$ cat config.mk
export PLATFORM = sky130hd
export DESIGN_NAME = fir_decim_out
export DESIGN_NICKNAME = d
export VERILOG_FILES = /design/src/rtl/fir_decim_out.sv
export SDC_FILE = /design/constraint.sdc
export NUM_CORES = 1
export LEC_CHECK = 0
export ABC_CLOCK_PERIOD_IN_PS = 3710
export BUFFER_PORTS_ARGS = -buffer_cell sky130_fd_sc_hd__buf_4
export CORE_AREA = 2 2 110 112
export DETAILED_ROUTE_END_ITERATION = 8
export DIE_AREA = 0 0 112 114
export GPL_ROUTABILITY_DRIVEN = 1
export PLACE_DENSITY = 0.78
export SETUP_SLACK_MARGIN = 0.5
export SYNTH_ARGS = -nofsm -noshare
export SYNTH_HDL_FRONTEND = slang
export SYNTH_SLANG_ARGS = --single-unit
$ cat constraint.sdc
create_clock -name clk -period 3.71 [get_ports clk]
set_input_delay 0.371 -clock clk [delete_from_list [all_inputs] [get_ports clk]]
set_output_delay 0.371 -clock clk [all_outputs]
set_load 0.005 [all_outputs]
$ cat src/rtl/fir_decim_out.sv
// Post-FIR output stage: drops the filter start-up transient, decimates by DECIM,
// and buffers kept samples in a FWFT FIFO with a valid/ready handshake.
module fir_decim_out #(
  parameter int unsigned DW          = 16,
  parameter int unsigned DECIM       = 5,
  parameter int unsigned FILL_CYCLES = 14,
  parameter int unsigned FIFO_DEPTH  = 8
) (
  input  logic                          clk,
  input  logic                          rst_n,
  input  logic                          en,
  input  logic [DW-1:0]                 in_sample,
  output logic [DW-1:0]                 out_data,
  output logic                          out_valid,
  input  logic                          out_ready,
  output logic                          fill_done,
  output logic [$clog2(FIFO_DEPTH):0]   fifo_level,
  output logic                          overflow,
  input  logic                          clr_ovf
);

  localparam int unsigned AW = $clog2(FIFO_DEPTH);
  localparam int unsigned LW = AW + 1;
  localparam int unsigned PW = (DECIM > 1) ? $clog2(DECIM) : 1;
  localparam int unsigned FW = (FILL_CYCLES > 0) ? $clog2(FILL_CYCLES + 1) : 1;
  localparam bit          NO_FILL = (FILL_CYCLES == 0);

  logic [FW-1:0] fill_cnt_q, fill_cnt_d;
  logic          fill_done_q, fill_done_d;
  logic [PW-1:0] phase_q, phase_d;
  logic [AW-1:0] wr_ptr_q, wr_ptr_d, rd_ptr_q, rd_ptr_d;
  logic [LW-1:0] level_q, level_d;
  logic          out_valid_q, out_valid_d;
  logic [DW-1:0] out_data_q, out_data_d;
  logic          overflow_q, overflow_d;
  logic [DW-1:0] mem [FIFO_DEPTH];

  logic eligible, keep, full, pop, push, drop;

  // Priming and decimation phase
  always_comb begin
    fill_cnt_d  = fill_cnt_q;
    fill_done_d = fill_done_q;
    phase_d     = phase_q;
    eligible    = fill_done_q | NO_FILL;
    keep        = en & eligible & (phase_q == '0);
    if (NO_FILL) begin
      fill_done_d = 1'b1;
    end else if (en && !fill_done_q) begin
      fill_cnt_d = fill_cnt_q + FW'(1);
      if (fill_cnt_q == FW'(FILL_CYCLES - 1)) fill_done_d = 1'b1;
    end
    if (en && eligible) begin
      phase_d = (phase_q == PW'(DECIM - 1)) ? '0 : phase_q + PW'(1);
    end
  end

  // FIFO control; a push into a slot that becomes the head bypasses the array
  always_comb begin
    full       = (level_q == LW'(FIFO_DEPTH));
    pop        = out_valid_q & out_ready;
    push       = keep & (~full | pop);
    drop       = keep & full & ~pop;
    level_d    = level_q + LW'(push) - LW'(pop);
    rd_ptr_d   = rd_ptr_q + AW'(pop);
    wr_ptr_d   = wr_ptr_q + AW'(push);
    out_valid_d = (level_d != '0);
    out_data_d = out_data_q;
    if (level_d != '0) begin
      out_data_d = ((level_q - LW'(pop)) == '0) ? in_sample : mem[rd_ptr_d];
    end
    overflow_d = overflow_q;
    if (drop)         overflow_d = 1'b1;
    else if (clr_ovf) overflow_d = 1'b0;
  end

  always_ff @(posedge clk or negedge rst_n) begin
    if (!rst_n) begin
      fill_cnt_q  <= '0;
      fill_done_q <= 1'b0;
      phase_q     <= '0;
      wr_ptr_q    <= '0;
      rd_ptr_q    <= '0;
      level_q     <= '0;
      out_valid_q <= 1'b0;
      out_data_q  <= '0;
      overflow_q  <= 1'b0;
    end else begin
      fill_cnt_q  <= fill_cnt_d;
      fill_done_q <= fill_done_d;
      phase_q     <= phase_d;
      wr_ptr_q    <= wr_ptr_d;
      rd_ptr_q    <= rd_ptr_d;
      level_q     <= level_d;
      out_valid_q <= out_valid_d;
      out_data_q  <= out_data_d;
      overflow_q  <= overflow_d;
    end
  end

  // Storage array needs no reset; only entries between the pointers are read
  always_ff @(posedge clk) begin
    if (push) mem[wr_ptr_q] <= in_sample;
  end

  assign out_data   = out_data_q;
  assign out_valid  = out_valid_q;
  assign fill_done  = fill_done_q;
  assign fifo_level = level_q;
  assign overflow   = overflow_q;

endmodule

==> out/metrics.cfg, run 1 <==
[outcome]
outcome = completed

[yosys]
synth_common_cells = sky130_fd_sc_hd__edfxtp_1, sky130_fd_sc_hd__dfrtp_1, sky130_fd_sc_hd__nor2b_1
post_synth_num_cell_types = 40
synth_edf_count = 128
netlist_top_cells_area = sky130_fd_sc_hd__edfxtp_1, sky130_fd_sc_hd__dfrtp_1, sky130_fd_sc_hd__mux4_2, sky130_fd_sc_hd__nor2b_1, sky130_fd_sc_hd__nand2b_1
yosys_warnings = 0
synthCells = 423
synth-seq-area-share = 0.694
yosysTopAreaCell = sky130_fd_sc_hd__edfxtp_1
synthesis.area_per_instance_um2 = 16.2
ys.flop_type = sky130_fd_sc_hd__edfxtp_1
syn-cell-area_um2 = 6840
syn_nets = 460
share_of_the_synthesized_area_in_the_top_cell_type = 0.562
async_reset_ff_frac = 0.220
yosysMostFrequentCell = sky130_fd_sc_hd__edfxtp_1
synth_seq_cells = 164

[layout]
final_core_utilization = 0.688
postLayoutCellArea_um2 = 8050
design.final.nets = 523
final.fill_count = 783
post_route_cells_drive_above_1_share = 0.232
layout-area-overhead-vs-synth_pct = 17.7
fin_cells = 646
antenna_cells = 0

[floorplanning]
fp.dieArea_um2 = 12800
fp-row-count = 40
initial_utilization = 0.584
die_h_um = 114
core_um2 = 11700
die_x_um = 112
io-pin-count = 44

[clock_tree]
cts_sinks = 164
ctsHtreeMaxLevel = 4
worst_skew_pair.late_latency_ps = 420
clock_tree.root_cell = sky130_fd_sc_hd__clkbuf_16
cts_buffer_depth = 2
cts_made_buffers = 17
clk_transition_reported_paths_ps = 60
cts_tree = built

[pwr]
swShare = 0.321
share_seq_of_total_power = 0.362
power.ir.vdd_worst_uv = 562
p_per_area_nw_per_um2 = 848
pwr-share-comb = 0.373
intPower_uw = 4640
leakagePower_uw = 0.00297
p_clk_frac = 0.265
total_chip_power_uw = 6830
p_sw_uw = 2190

[routing]
dr.pass1.iters = 5
totalWireLength_mm = 13.1
vias = 3826
met3WireLength_um = 742
route.detailed.vias_per_inst = 5.92
antenna_violating_nets_post_route = 0
wl_per_cell_um = 20.2
wl_met2_mm = 6.54
top_layer_used = met4
routedLengthMet1_mm = 5.50
drc_errors = 0
first_iter_violations = 233

[setup_path]
crit_type = reg2reg
required_ps = 4000
r2r-start = phase_q[0]$_DFFE_PN0P_
critical_path.startpoint_type = flip-flop
critical_path_arrival_ps = 3510
worst_setup_path_end_kind = flip-flop
cp_max_fo = 17
worst_setup_path_startpoint = phase_q[0]$_DFFE_PN0P_

[sta]
timing.final.max_slew_violations = 0
timing_worst_slew_pin_value_ps = 660
rsz0062_at_grt = no
totalNegativeSetupSlack_ps = 0
setup-violations-final = 0
max_clock_freq_ghz = 0.310
final.setup_skew_ps = 7.74
relSlewSlack = 0.560
finalWorstPathRequiredPeriod_ps = 3220
post-route-period-util = 0.868
endpoints_failing_hold = 0

[global_route]
grtUsageTotal = 0.215
grt_antenna_before_repair = 0
vias_in_the_first_global_route = 3837
global_route.overflow_total = 0
grt_pass1_wl_mm = 20.2
grt_start_max_net_pins = 37

[placed_design]
dp.cells = 609
port_buffers = 43
gp_congestion = 0.739
hpwl_after_detailed_placement_mm = 7.54
postPlaceCellArea_um2 = 7360

[job]
max_cap_viol_count = 0

[min_path]
min-delay-start = clr_ovf
min_path_type = in2reg

cell usage in the layout, fill, tap and decap left out, types with 13 or more instances in the layout:
cell,netlist,layout
sky130_fd_sc_hd__edfxtp_1,128,128
sky130_fd_sc_hd__nor2b_1,33,33
sky130_fd_sc_hd__nand2b_1,31,31
sky130_fd_sc_hd__ha_1,15,13
sky130_fd_sc_hd__buf_4,3,62
sky130_fd_sc_hd__clkbuf_16,0,17
sky130_fd_sc_hd__a31oi_1,16,15
sky130_fd_sc_hd__a21oi_1,16,16
sky130_fd_sc_hd__mux2i_1,16,16
sky130_fd_sc_hd__dfrtp_1,36,36
sky130_fd_sc_hd__nand3_1,17,17
sky130_fd_sc_hd__a2111oi_0,15,15
cells by family (layout without fill, tap and decap cells):
kind of cell / count (synthesis) / in the layout / synth area share
buffers and inverters: 32 / 108 / 0.0254
AO/OA/AOI/OAI: 57 / 57 / 0.0565
XOR/XNOR: 9 / 9 / 0.0126
multiplexers: 36 / 36 / 0.0876
flip-flops: 164 / 164 / 0.694
adder cells (fa/ha/maj): 16 / 16 / 0.0304
AND/OR/NAND/NOR: 109 / 109 / 0.0937
worst paths after layout:
| kind | slack [ps] | depth (start not counted) | end |
|---|---|---|---|
| setup / recovery | 490 | 15 | out_data[15]$_DFFE_PN0P_ |
| min in group asynchronous | 460 | 2 | fifo_level[2]$_DFF_PN0_ |
| hold / removal | 140 | 2 | overflow$_DFFE_PN0P_ |
| max in group asynchronous | 2930 | 2 | out_data[9]$_DFFE_PN0P_ |
| hold reg to reg | 480 | 1 | fill_cnt_q[3]$_DFFE_PN0P_ |
| setup reg to reg | 490 | 15 | out_data[15]$_DFFE_PN0P_ |
through the flow:
stage,setup slack [ps],hold slack (ps)
floorplan,810,75.4
global placement,645,358
detailed placement,447,367
CTS,536,123
global route,399,140
finish,489,141
state kept, by name, summed over array words and instances, names as in the netlist:
register	cells
fifo_level	4
fill_cnt_q	4
fill_done	1
mem	128
out_data	16
out_valid	1
overflow	1
phase_q	3
rd_ptr_q	3
wr_ptr_q	3
timing repair:
| item | in CTS | in global routing |
|---|---|---|
| gates resized for setup | 2 | 6 |
| setup endpoints to repair | 15 | 16 |
| hold buffers | 1 | 0 |
| pin swaps | 0 | 2 |
| buffers inserted | 2 | 2 |
| gates cloned | 0 | 0 |
| endpoints found under the hold margin | 36 | 0 |
cell type report:
class	instances	area, µm²	share of cell area
repair buffers	64	490	0.0609
well taps	147	184	0.0228
flip-flops and latches	164	4740	0.589
multi-input cells	227	1970	0.245
inverters	12	48.8	0.00606
clock inverters	12	179	0.0222
clock buffers	20	437	0.0542
worst max-delay path: stages (launching register included):
cell,delay (ps)
sky130_fd_sc_hd__dfrtp_1,410
sky130_fd_sc_hd__inv_1,70
sky130_fd_sc_hd__ha_2,190
sky130_fd_sc_hd__nand4b_1,140
sky130_fd_sc_hd__a31oi_2,240
sky130_fd_sc_hd__nand2_1,80
sky130_fd_sc_hd__nand2_1,80
sky130_fd_sc_hd__ha_1,170
sky130_fd_sc_hd__inv_1,60
sky130_fd_sc_hd__fa_1,490
sky130_fd_sc_hd__inv_1,90
sky130_fd_sc_hd__nor4_1,360
sky130_fd_sc_hd__mux2_4,270
sky130_fd_sc_hd__buf_8,160
sky130_fd_sc_hd__nor2b_1,170
sky130_fd_sc_hd__a31oi_1,70
power by group through the flow:
stage                     combinational (µW)  sequential (µW)  clock (µW)
after floorplan                         1800             2450           0
after global placement                  2320             2490           0
after detailed placement                2420             2500           0
after CTS                               2480             2470        1830
after global routing                    2810             2500        1900
final                                   2550             2470        1810
metal layers:
layer  track usage  vias up
li1              -     1752
met4        0.0748        0
met1         0.278     1921
met2         0.354      127
met5             0        -
met3        0.0627       26
No activity file was read; power rests on OpenSTA's default activity.
==> inputs of run 2 (changes only) <==
CORE_AREA = 2 2 116 107   (was 2 2 110 112)
CTS_BUF_LIST = sky130_fd_sc_hd__clkbuf_16   (was not set)
DIE_AREA = 0 0 118 109   (was 0 0 112 114)
==> out/metrics.cfg, run 2 (synthesized netlist as in run 1, its figures left out) <==
[routing]
wl_per_cell_um = 20.3  ; +0.49%
dr.pass1.iters = 5  ; unchanged
antenna_violating_nets_post_route = 0  ; unchanged
totalWireLength_mm = 13.4  ; +2.4%
route.detailed.vias_per_inst = 5.89  ; -0.52%
first_iter_violations = 293  ; +26%
vias = 3877  ; +1.3%
drc_errors = 0  ; unchanged

[global_route]
grt_antenna_before_repair = 0  ; unchanged
grtUsageTotal = 0.221  ; +0.00600
global_route.overflow_total = 0  ; unchanged
grt_pass1_wl_mm = 20.6  ; +2.0%
vias_in_the_first_global_route = 3712  ; -3.3%
grt_start_max_net_pins = 37  ; unchanged

[layout]
layout-area-overhead-vs-synth_pct = 17.7  ; about the same
number_of_flip_flops_in_the_largest_register = 128  ; unchanged
design.final.nets = 522  ; -0.19%
antenna_cells = 0  ; unchanged
registers.top_by_ff_count = mem
layout_common_cells = sky130_fd_sc_hd__edfxtp_1, sky130_fd_sc_hd__buf_4, sky130_fd_sc_hd__dfrtp_1
post_route_cells_drive_above_1_share = 0.231  ; -0.00154
layout_commonest_cell = sky130_fd_sc_hd__edfxtp_1

[setup_path]
required_ps = 4050  ; +50 ps
critical_path.startpoint_type = flip-flop
worst_path_dominant_cell_family = adder cells
worst_setup_path_end_kind = flip-flop
critical-path-max-stage-delay_ps = 410  ; -80 ps
cp_max_fo = 17  ; unchanged
crit_type = reg2reg
library_cell_contributing_the_largest_single_delay_on_the_critical_path = sky130_fd_sc_hd__dfrtp_1
critical_path_arrival_ps = 3370  ; -140 ps
cp.depth = 15  ; unchanged
timing.critical_path.buf_inv = 3  ; -1
worstRegToRegCells = 15  ; unchanged
worstPathCellList = inv_1, ha_1, nand4b_1, a31oi_4, nand2_1, nand2_1, ha_1, inv_1, fa_1, xor2_2, nor4_1, mux2_4, buf_8, nor2b_2, a31oi_1

[floorplanning]
die_h_um = 109  ; -4.4%
die_x_um = 118  ; +5.4%
io-pin-count = 44  ; unchanged
fp.dieArea_um2 = 12900  ; +0.74%
core_um2 = 11700  ; +0.28%
fp-row-count = 38  ; -5.0%
initial_utilization = 0.582  ; -0.00162

[outcome]
outcome = completed

[placed_design]
gp_congestion = 0.752  ; +1.7%
place_worst_setup_slack_ps = 356  ; -90.7 ps
hpwl_after_detailed_placement_mm = 7.73  ; +2.5%
port_buffers = 43  ; unchanged

[pwr]
power.ir.vdd_worst_uv = 499  ; -11%
leakagePower_uw = 0.00296  ; about the same
p_per_area_nw_per_um2 = 834  ; -1.6%
total_chip_power_uw = 6720  ; -1.6%

[sta]
setup_ws_ps = 678  ; +190 ps
relSlewSlack = 0.556  ; -0.00332
final.setup_skew_ps = 7.52  ; -0.220 ps
timing.final.max_slew_violations = 0  ; unchanged
rsz0062_at_grt = no
totalNegativeSetupSlack_ps = 0  ; unchanged
endpoints_failing_hold = 0  ; unchanged
setup-violations-final = 0  ; unchanged
finalWorstPathRequiredPeriod_ps = 3030  ; -190 ps
max_clock_freq_ghz = 0.330  ; +6.3%
post-route-period-util = 0.817  ; -0.0511
timing_worst_slew_pin_value_ps = 665  ; +4.97 ps

[clock_tree]
cts_buffer_depth = 2  ; unchanged
worst_skew_pair.late_latency_ps = 430  ; about the same
cts_sinks = 164  ; unchanged
clk_transition_reported_paths_ps = 60  ; about the same
clock_tree.root_cell = sky130_fd_sc_hd__clkbuf_16
cts_tree = built
cts_made_buffers = 17  ; unchanged
ctsHtreeMaxLevel = 4  ; unchanged

[min_path]
min_path_type = in2reg
min_delay_path_depth = 2  ; unchanged

[job]
max_cap_viol_count = 0  ; unchanged

==> run 2: changes by cell type in the layout (fill, tap and decap cells not counted), moves of 2 or more <==
| cell | previous run | this run |
|---|---|---|
| sky130_fd_sc_hd__clkbuf_1 | 3 | 0 |
| sky130_fd_sc_hd__inv_1 | 11 | 15 |
| sky130_fd_sc_hd__buf_12 | 0 | 2 |
| sky130_fd_sc_hd__bufinv_16 | 4 | 2 |
| sky130_fd_sc_hd__buf_4 | 62 | 59 |
==> run 2: cell type report <==
class / count / area (µm²)
clock buffers: 17 / 425
repair buffers: 63 / 508
flip-flops and latches: 164 / 4740
fillers: 764 / 3690
clock inverters: 15 / 144
multi-input cells: 227 / 1980
well taps: 160 / 200
inverters: 12 / 48.8
==> run 2: path summary, 6_finish.rpt <==
path                                                 from                   endpoint  slack, ps
worst max-delay path               phase_q[0]$_DFFE_PN0P_    out_data[9]$_DFFE_PN0P_        680
worst min register to register  fill_cnt_q[3]$_DFFE_PN0P_  fill_cnt_q[3]$_DFFE_PN0P_        480
min in group asynchronous                           rst_n    fifo_level[3]$_DFF_PN0_        440
worst min-delay path                              clr_ovf       overflow$_DFFE_PN0P_        140
max in group asynchronous                           rst_n    out_data[9]$_DFFE_PN0P_       2940
worst max register to register     phase_q[0]$_DFFE_PN0P_    out_data[9]$_DFFE_PN0P_        680
==> run 2: where the power goes <==
group	internal, µW	switching [µW]	total (µW)
Combinational	1250	1320	2570
Clock	983	691	1670
Sequential	2270	201	2470
Total	4510	2210	6720
==> run 2: through the flow <==
step	hold slack, ps	instance area (µm²)	util	cells
after global placement	361	7390	0.630	621
after global routing	129	8050	0.685	658
final	143	8050	0.685	658
after floorplan	75.4	6840	-	423
after CTS	118	8010	0.682	657
after detailed placement	362	7390	0.630	621
==> run 2: timing repair <==
action	4_1_cts	5_1_grt
gates resized for setup	3	6
gates cloned	0	0
endpoints found under the setup margin	16	16
hold endpoints to repair	36	0
pin swaps	1	2
hold buffers	1	0
setup buffers	3	1
==> run 2: layer usage <==
metal	GRT usage	wire length (µm)	vias up	part of all wire
met5	0	0	-	0
met4	0.0947	240	0	0.018
met3	0.0544	941	23	0.070
met2	0.366	6640	158	0.50
met1	0.284	5540	1950	0.41
li1	-	-	1746	-
==> inputs of run 3 (changes only) <==
ABC_CLOCK_PERIOD_IN_PS = 2650   (was 3710)
CORE_AREA = 2 2 122 112   (was 2 2 116 107)
DIE_AREA = 0 0 124 114   (was 0 0 118 109)
PLACE_DENSITY = 0.74   (was 0.78)
clock period = 2.65 ns   (was 3.71 ns; I/O delays follow)
==> out/metrics.cfg, run 3 (synthesized netlist as in run 1, its figures left out) <==
[clock_tree]
cts_sinks = 164  ; unchanged
cts_tree = built
cts_made_buffers = 17  ; unchanged
clock_tree.root_cell = sky130_fd_sc_hd__clkbuf_16
ctsHtreeMaxLevel = 4  ; unchanged
cts_buffer_depth = 2  ; unchanged
worst_skew_pair.late_latency_ps = 420  ; about the same
clk_transition_reported_paths_ps = 60  ; about the same

[sta]
post-route-period-util = 1.09  ; +0.277
relSlewSlack = 0.680  ; +0.123
setup-violations-final = 17  ; +17
final.setup_skew_ps = 8.35  ; +0.829 ps
max_clock_freq_ghz = 0.345  ; +4.5%
timing_worst_slew_pin_value_ps = 469  ; -197 ps
endpoints_failing_hold = 0  ; unchanged
totalNegativeSetupSlack_ps = -3630  ; -3630 ps
rsz0062_at_grt = yes
finalWorstPathRequiredPeriod_ps = 2900  ; -131 ps
timing.final.max_slew_violations = 0  ; unchanged
setup_ws_ps = -250  ; -929 ps

[placed_design]
postPlaceCellArea_um2 = 7640  ; +3.4%
hpwl_after_detailed_placement_mm = 8.06  ; +4.2%
gp_congestion = 0.810  ; +7.6%
place_worst_setup_slack_ps = -157  ; -513 ps
port_buffers = 43  ; unchanged
dp.cells = 649  ; +4.5%

[floorplanning]
fp.dieArea_um2 = 14100  ; +9.9%
die_h_um = 114  ; +4.6%
core_um2 = 13000  ; +11%
fp-row-count = 40  ; +5.3%
io-pin-count = 44  ; unchanged
initial_utilization = 0.526  ; -0.0568
die_x_um = 124  ; +5.1%

[global_route]
grt_start_max_net_pins = 37  ; unchanged
grtUsageTotal = 0.207  ; -0.0141
grt_antenna_before_repair = 0  ; unchanged
global_route.overflow_total = 0  ; unchanged
vias_in_the_first_global_route = 3948  ; +6.4%
grt_pass1_wl_mm = 21.1  ; +2.7%

[layout]
final.fill_count = 891  ; +17%
post_route_cells_drive_above_1_share = 0.310  ; +0.0790
number_of_flip_flops_in_the_largest_register = 128  ; unchanged
registers.top_by_ff_count = mem
postLayoutCellArea_um2 = 8670  ; +7.7%
layout_commonest_cell = sky130_fd_sc_hd__edfxtp_1
layout_common_cells = sky130_fd_sc_hd__edfxtp_1, sky130_fd_sc_hd__buf_4, sky130_fd_sc_hd__dfrtp_1
design.final.nets = 550  ; +5.4%
layout-area-overhead-vs-synth_pct = 26.8
final_core_utilization = 0.666  ; -0.0189
antenna_cells = 0  ; unchanged
fin_cells = 694  ; +5.5%

[job]
max_cap_viol_count = 0  ; unchanged

[setup_path]
critical_path.startpoint_type = flip-flop
worst_setup_path_end_kind = flip-flop
crit_type = reg2reg
required_ps = 2940  ; -1110 ps
critical_path_arrival_ps = 3190  ; -180 ps
cp_max_fo = 5  ; -12

[routing]
route.detailed.vias_per_inst = 5.62  ; -4.6%
vias = 3902  ; +0.64%
dr.pass1.iters = 5  ; unchanged
antenna_violating_nets_post_route = 0  ; unchanged
first_iter_violations = 359  ; +23%
wl_per_cell_um = 20.3  ; -0.16%
drc_errors = 0  ; unchanged
totalWireLength_mm = 14.1  ; +5.3%

[pwr]
leakagePower_uw = 0.00321  ; +8.2%
power.ir.vdd_worst_uv = 698  ; +40%
p_per_area_nw_per_um2 = 1200  ; +43%

[outcome]
failed_checks = setup timing
outcome = finished, violations left

[min_path]
min_path_type = in2reg

run 3: cell types whose count changed in the layout (fill, tap and decap cells not counted), sizes merged:
cell      delta
buf         +25
clkbuf       +3
bufinv       +2
clkinv       -2
clkinvlp     -2
inv          +2
run 3: final timing paths:
check / startpoint / to / slack (ps) / cells past startpoint
setup / recovery: phase_q[0]$_DFFE_PN0P_ / out_data[9]$_DFFE_PN0P_ / -250 / 15
hold / removal: clr_ovf / overflow$_DFFE_PN0P_ / 30 / 2
setup reg to reg: phase_q[0]$_DFFE_PN0P_ / out_data[9]$_DFFE_PN0P_ / -250 / 15
hold reg to reg: fill_cnt_q[3]$_DFFE_PN0P_ / fill_cnt_q[3]$_DFFE_PN0P_ / 480 / 1
max in group asynchronous: rst_n / out_data[7]$_DFFE_PN0P_ / 1940 / 2
min in group asynchronous: rst_n / phase_q[2]$_DFFE_PN0P_ / 360 / 2
run 3: metal layers:
layer	share of wire	wire length [µm]	vias up	global-route usage
met3	0.052	736	11	0.0450
li1	-	-	1804	-
met4	0.0098	138	0	0.0787
met5	0	0	-	0
met1	0.41	5740	1989	0.270
met2	0.53	7450	98	0.342
run 3: area by class of cell:
type | instances | area (µm²) | area share
flip-flops and latches | 164 | 4740 | 0.547
clock inverters | 15 | 164 | 0.0189
multi-input cells | 227 | 2150 | 0.248
clock buffers | 17 | 425 | 0.0491
repair buffers | 91 | 931 | 0.107
well taps | 168 | 210 | 0.0242
inverters | 12 | 45.0 | 0.00519
run 3: through the flow:
step                power, µW  hold WS [ps]
finish                  10400          33.3
floorplan                6060         -30.6
global route            10900          23.1
global placement         7260           260
CTS                      9970          24.7
detailed placement       7380           268
run 3: critical path, cell delays in order, from the launching register on:
cell and delay, ps:
sky130_fd_sc_hd__dfrtp_1 380, sky130_fd_sc_hd__inv_1 70, sky130_fd_sc_hd__ha_2 180, sky130_fd_sc_hd__nand4b_1 140, sky130_fd_sc_hd__a31oi_2 200, sky130_fd_sc_hd__nand2_1 70, sky130_fd_sc_hd__nand2_1 80, sky130_fd_sc_hd__ha_2 190
sky130_fd_sc_hd__inv_2 40, sky130_fd_sc_hd__fa_2 370, sky130_fd_sc_hd__xor2_4 180, sky130_fd_sc_hd__nor4b_4 270, sky130_fd_sc_hd__mux2_4 260, sky130_fd_sc_hd__clkbuf_16 160, sky130_fd_sc_hd__nor2b_4 130, sky130_fd_sc_hd__a31oi_1 50
run 3: what timing repair did:
item,4_1_cts,5_1_grt
pin swaps,3,2
setup buffers,1,8
cloned,0,3
hold buffers,1,0
endpoints found under the setup margin,75,146
endpoints found under the hold margin,36,0
resized for setup,23,43
run 3: power breakdown:
part / switching (µW) / total [µW] / internal (µW) / leakage, µW
Clock: 910 / 2450 / 1540 / 0.000314
Combinational: 2100 / 4430 / 2330 / 0.00132
Sequential: 308 / 3490 / 3180 / 0.00157
Total: 3310 / 10400 / 7050 / 0.00321
